### config.mk
export PLATFORM = sky130hd
export DESIGN_NAME = cpu_trace_fifo
export DESIGN_NICKNAME = d
export VERILOG_FILES = /design/src/rtl/cpu_trace_fifo.sv
export SDC_FILE = /design/constraint.sdc
export NUM_CORES = 2
export LEC_CHECK = 0
export ABC_AREA = 1
export CAP_MARGIN = 20
export CELL_PAD_IN_SITES_DETAIL_PLACEMENT = 1
export CELL_PAD_IN_SITES_GLOBAL_PLACEMENT = 1
export CORE_UTILIZATION = 37
export CTS_CLUSTER_SIZE = 40
export DETAILED_ROUTE_END_ITERATION = 12
export PLACE_DENSITY_LB_ADDON = 0.1
export SYNTH_ARGS = -nofsm -noshare
export SYNTH_HDL_FRONTEND = slang
export SYNTH_SLANG_ARGS = --single-unit
### constraint.sdc
create_clock -name clk -period 20.6 [get_ports clk]
set_clock_uncertainty 0.2 [all_clocks]
set_input_delay 3.09 -clock clk [delete_from_list [all_inputs] [get_ports clk]]
set_output_delay 3.09 -clock clk [all_outputs]
set_load 0.01 [all_outputs]
### src/rtl/cpu_trace_fifo.sv
// Trace capture buffer for the single-cycle LEGv8 core: samples PC/opcode/ALU/memory
// records while enabled, stops on a branch-to-self halt, and drains them FWFT over valid/ready.
module cpu_trace_fifo #(
    parameter int DEPTH = 16,
    parameter int AW    = 4,
    parameter int SEQ_W = 16
) (
    input  logic             clk,
    input  logic             reset,
    input  logic             clear,
    input  logic             trace_en,
    input  logic [63:0]      cpu_pc,
    input  logic [10:0]      cpu_opcode,
    input  logic [63:0]      cpu_alu,
    input  logic [63:0]      cpu_mem,
    output logic             out_valid,
    input  logic             out_ready,
    output logic [63:0]      out_pc,
    output logic [10:0]      out_opcode,
    output logic [63:0]      out_alu,
    output logic [63:0]      out_mem,
    output logic [SEQ_W-1:0] out_seq,
    output logic [AW:0]      count,
    output logic             full,
    output logic             empty,
    output logic [SEQ_W-1:0] drop_count,
    output logic             halted
);

    typedef enum logic [1:0] {
        ST_IDLE   = 2'd0,
        ST_RUN    = 2'd1,
        ST_HALTED = 2'd2
    } state_t;

    localparam logic [AW:0]      CNT_FULL = (AW+1)'(DEPTH);
    localparam logic [AW:0]      CNT_ZERO = (AW+1)'(0);
    localparam logic [AW:0]      CNT_ONE  = (AW+1)'(1);
    localparam logic [AW-1:0]    PTR_ZERO = AW'(0);
    localparam logic [AW-1:0]    PTR_ONE  = AW'(1);
    localparam logic [SEQ_W-1:0] SEQ_ZERO = SEQ_W'(0);
    localparam logic [SEQ_W-1:0] SEQ_ONE  = SEQ_W'(1);
    localparam logic [SEQ_W-1:0] SEQ_MAX  = {SEQ_W{1'b1}};

    state_t             state_r, state_s;
    logic [63:0]        pc_mem_r  [DEPTH];
    logic [10:0]        op_mem_r  [DEPTH];
    logic [63:0]        alu_mem_r [DEPTH];
    logic [63:0]        dat_mem_r [DEPTH];
    logic [SEQ_W-1:0]   seq_mem_r [DEPTH];
    logic [AW-1:0]      wr_ptr_r, rd_ptr_r;
    logic [AW:0]        count_r;
    logic [SEQ_W-1:0]   seq_r, drop_r;
    logic [63:0]        last_pc_r;
    logic               last_pc_valid_r;
    logic               capture_s, halt_hit_s, push_s, pop_s, drop_s;

    assign full       = (count_r == CNT_FULL);
    assign empty      = (count_r == CNT_ZERO);
    assign count      = count_r;
    assign drop_count = drop_r;
    assign halted     = (state_r == ST_HALTED);
    assign out_valid  = !empty;

    // Head entry is shown directly (FWFT); zeroed while the buffer holds nothing.
    assign out_pc     = out_valid ? pc_mem_r[rd_ptr_r]  : 64'd0;
    assign out_opcode = out_valid ? op_mem_r[rd_ptr_r]  : 11'd0;
    assign out_alu    = out_valid ? alu_mem_r[rd_ptr_r] : 64'd0;
    assign out_mem    = out_valid ? dat_mem_r[rd_ptr_r] : 64'd0;
    assign out_seq    = out_valid ? seq_mem_r[rd_ptr_r] : SEQ_ZERO;

    assign capture_s  = trace_en && ((state_r == ST_IDLE) || (state_r == ST_RUN));
    assign halt_hit_s = capture_s && last_pc_valid_r && (cpu_pc == last_pc_r);
    assign pop_s      = out_valid && out_ready;
    assign push_s     = capture_s && (!full || pop_s);
    assign drop_s     = capture_s && full && !pop_s;

    // Next-state logic for the capture FSM.
    always_comb begin
        state_s = state_r;
        case (state_r)
            ST_IDLE: begin
                if (trace_en) state_s = ST_RUN;
                else          state_s = ST_IDLE;
            end
            ST_RUN: begin
                if (!trace_en)      state_s = ST_IDLE;
                else if (halt_hit_s) state_s = ST_HALTED;
                else                 state_s = ST_RUN;
            end
            ST_HALTED: state_s = ST_HALTED;
            default:   state_s = ST_IDLE;
        endcase
    end

    // Control state: FSM, pointers, occupancy, sequence/drop counters and halt reference.
    always_ff @(posedge clk or posedge reset) begin
        if (reset) begin
            state_r         <= ST_IDLE;
            wr_ptr_r        <= PTR_ZERO;
            rd_ptr_r        <= PTR_ZERO;
            count_r         <= CNT_ZERO;
            seq_r           <= SEQ_ZERO;
            drop_r          <= SEQ_ZERO;
            last_pc_r       <= 64'd0;
            last_pc_valid_r <= 1'b0;
        end else if (clear) begin
            state_r         <= ST_IDLE;
            wr_ptr_r        <= PTR_ZERO;
            rd_ptr_r        <= PTR_ZERO;
            count_r         <= CNT_ZERO;
            seq_r           <= SEQ_ZERO;
            drop_r          <= SEQ_ZERO;
            last_pc_valid_r <= 1'b0;
        end else begin
            state_r <= state_s;
            if (push_s) wr_ptr_r <= wr_ptr_r + PTR_ONE;
            if (pop_s)  rd_ptr_r <= rd_ptr_r + PTR_ONE;
            if (push_s && !pop_s)      count_r <= count_r + CNT_ONE;
            else if (pop_s && !push_s) count_r <= count_r - CNT_ONE;
            if (capture_s) begin
                seq_r           <= seq_r + SEQ_ONE;
                last_pc_r       <= cpu_pc;
                last_pc_valid_r <= 1'b1;
            end else if (state_s == ST_IDLE) begin
                // Leaving for IDLE disarms the compare so a re-enable cannot false-halt.
                last_pc_valid_r <= 1'b0;
            end
            if (drop_s && (drop_r != SEQ_MAX)) drop_r <= drop_r + SEQ_ONE;
        end
    end

    // Record storage; no reset needed since reads are masked while empty.
    always_ff @(posedge clk) begin
        if (push_s && !clear && !reset) begin
            pc_mem_r[wr_ptr_r]  <= cpu_pc;
            op_mem_r[wr_ptr_r]  <= cpu_opcode;
            alu_mem_r[wr_ptr_r] <= cpu_alu;
            dat_mem_r[wr_ptr_r] <= cpu_mem;
            seq_mem_r[wr_ptr_r] <= seq_r;
        end
    end

endmodule

==> impl_metrics.tcl <==
set metrics [dict create \
    cts.sinks 3616 \
    die_span_in_x_um 619 \
    area_delta_synth_final_pct 16.1 \
    post-route-period-util_pct 49.7 \
    post-synth-top-area-fraction_pct 74.7 \
    syn_avg_cell_area_um2 13.9 \
    met2_track_demand_over_resource_in_global_routing_pct 39.3 \
    cp-end-kind "primary output" \
    syn-cell-area_um2 141000 \
    cts_root_buf "clkbuf_16" \
    groute.layer.met3.usage_pct 3.14 \
    grt_pass1_vias 93900 \
    critPathMaxFanout 266 \
    tritoncts "yes" \
    clock_latency_ns 0.98 \
    dr_wl_cell_um 28.9 \
    numPortBuffers 451 \
    global_routing_usage_on_met1_pct 31.6 \
    fillerInstances 37900 \
    coreArea_um2 379000 \
    row_count 226 \
    synth_enable_flop_cells 3504 \
    synth_fp_nets 10400 \
    fin_worst_hold_slack_ns 0.293 \
    drv_slew 0 \
    cts.reportedPaths.clkPinSlew_ns 0.06 \
    detailedPlacementHpwl_mm 233 \
    p_per_area_nw_per_um2 115 \
    cts_hold_buf 0 \
    r2r_cells 10 \
    floorplan.die.height_um 619 \
    initial_utilization_pct 37.2 \
    design.die.area_um2 383000 \
    critical_path_data_arrival_time_ns 6.95 \
    warnings_from_yosys 0 \
    grt_remaining_overflow 0 \
    post_cts.repair.setup_buffers 0 \
    min_period_ns 10.24 \
    firstDrtPassIters 5 \
    postSynth.asyncResetShare_pct 3.10 \
    synth_area_leaders "edfxtp_1 (75%), o21ai_0 (6.3%), nor2_1 (4.9%)" \
    p_leak_nw 51.0 \
    number_of_failing_hold_endpoints_at_the_final_stage 0 \
    route.vias.total 89800 \
    timing.slew.headroom_pct 8.91 \
    detail_route.wirelength_mm 456 \
    max-cap-violations 0 \
    ir_worst_vdd_uv 82.7 \
    finalSetupTns_ns 0 \
    cts-htree-levels 5 \
    timing_worst_slew_pin_value_ns 1.37 \
    routabilityCongestion 0.740 \
    finalSetupViolations 0 \
    max_freq_mhz 97.6 \
    grt_antenna_before_repair 45 \
    postSynthRegisterBits 3616 \
    most_used_routing_layer_in_global_routing "met2" \
    drive_gt1_share_pct 7.36 \
    netlist_instances 10100 \
    holdCritPathClass "flop to flop" \
    io_pins 452 \
    grt_util_all_layers_pct 23.3 \
    yosysUniqueCellTypes 35 \
    first_iter_violations 6617 \
    grt_first_pass_wirelength_mm 662 \
    remaining_drc_errors 0 \
    synthFlopType "edfxtp_1" \
    ctsLongestPathBuffers 4 \
    grt_setup_unrepaired "no" \
    timing.setup.critical_path_class "flop to primary output" \
    grt_max_degree 267 \
    synth_seq_area_share_pct 76.7 \
    synthMostInstantiatedCell "edfxtp_1" \
    worst_hold_path.num_cells 2 \
    synth_common_cells "edfxtp_1 (3,504), nor2_1 (1,830), o21ai_0 (1,770)" \
    yosys.area.top_type "edfxtp_1" \
    drt.antenna.violating_nets 0 \
    multi_input_comb_area_um2 29200 \
    outcome "completed" \
    post_drt_via_cell_ratio 5.69 \
    seq_area_um2 108000 \
    cts_inserted_buffers 407 \
    post_cts_resize_count 0 \
    required_worst_endpoint_ns 17.31 \
    worstSetupStartpointType "flop" \
    final_net_count 10600 \
]
layer usage:
metal / routed length, µm / part of all wire [%]
met1: 203000 / 44
met2: 223000 / 49
met3: 18900 / 4.1
met4: 11700 / 2.6
met5: 190 / 0.042
kinds of logic (layout without fill, tap and decap cells):
group / count (synthesis) / count (layout) / synth area share, %
xor+xnor: 39 / 39 / 0.242
other cells: 0 / 15 / 0
compound gates: 3235 / 3235 / 13.9
simple gates: 2350 / 2350 / 6.47
fa+ha+maj: 12 / 12 / 0.112
buf+inv: 885 / 1505 / 2.64
flops: 3616 / 3616 / 76.7
flip-flops by register name, indices dropped and copies added (netlist names):
| register | flops |
|---|---|
| alu_mem_r | 1024 |
| count | 5 |
| dat_mem_r | 1024 |
| drop_count | 16 |
| last_pc_r | 64 |
| last_pc_valid_r | 1 |
| op_mem_r | 176 |
| pc_mem_r | 1024 |
| rd_ptr_r | 4 |
| seq_mem_r | 256 |
| seq_r | 16 |
| state_r | 2 |
| wr_ptr_r | 4 |
cell usage in the layout, fill, tap and decap left out, types with 32 or more instances in the layout:
master,synthesis,routed
nor2_1,1830,1814
buf_4,25,163
o21ai_1,41,41
o211ai_1,295,295
a21oi_1,240,240
nand2_1,311,311
clkdlybuf4s50_1,0,451
clkinv_1,2,80
clkbuf_16,0,412
xnor2_1,32,32
inv_1,108,106
o221ai_1,581,581
nand3_1,181,181
o21ai_0,1770,1770
clkbuf_1,539,104
o22ai_1,296,296
dfrtp_1,112,108
edfxtp_1,3504,3504
clkinv_2,0,69
worst max-delay path, stage by stage (launching register included):
cell             delay, ns
dfrtp_4               0.69
inv_16                0.58
buf_12                0.60
buf_4                 0.95
buf_12                0.60
o21ai_1               0.15
o221ai_1              0.27
o211ai_1              0.14
a21oi_1               0.45
clkdlybuf4s50_1       0.65
final timing paths:
path / to / from / slack, ns
worst max register to register: alu_mem_r[14][30] / state_r[1] / 14.50
worst min-delay path: last_pc_r[51] / last_pc_r[51] / 0.29
worst min register to register: last_pc_r[51] / last_pc_r[51] / 0.29
worst max-delay path: out_alu[13] / rd_ptr_r[0] / 10.36
max in group asynchronous: last_pc_r[38] / reset / 16.02
min in group asynchronous: rd_ptr_r[1] / reset / 2.78
layout make-up:
class                           instances  area share, %
Clock inverter                        220           1.33
Inverter                              113          0.291
Timing Repair Buffer                  642           3.88
Clock buffer                          530           6.66
Tap cell                             5016           3.84
Multi-Input combinational cell       5636           17.9
Antenna cell                           15         0.0230
Sequential cell                      3616           66.1
through the flow:
stage | util (%) | std cells | cell area [µm²] | total power [mW] | setup WS, ns
finish | 43.1 | 15800 | 163000 | 18.8 | 10.36
detailed placement | 39.6 | 15000 | 150000 | 11.9 | 11.16
CTS | 43.1 | 15800 | 163000 | 19.0 | 10.06
floorplan | - | 10100 | 141000 | 10.1 | 6.39
global route | 43.1 | 15800 | 163000 | 19.5 | 10.10
global placement | 39.6 | 15000 | 150000 | 11.8 | 11.21
report_power, final:
part | total (mW) | switching [mW] | internal [mW]
clock | 7.13 | 3.01 | 4.12
combinational | 3.52 | 2.42 | 1.11
sequential | 8.17 | 0.0449 | 8.12
total | 18.8 | 5.47 | 13.4
(Power assumes the default switching activity.)
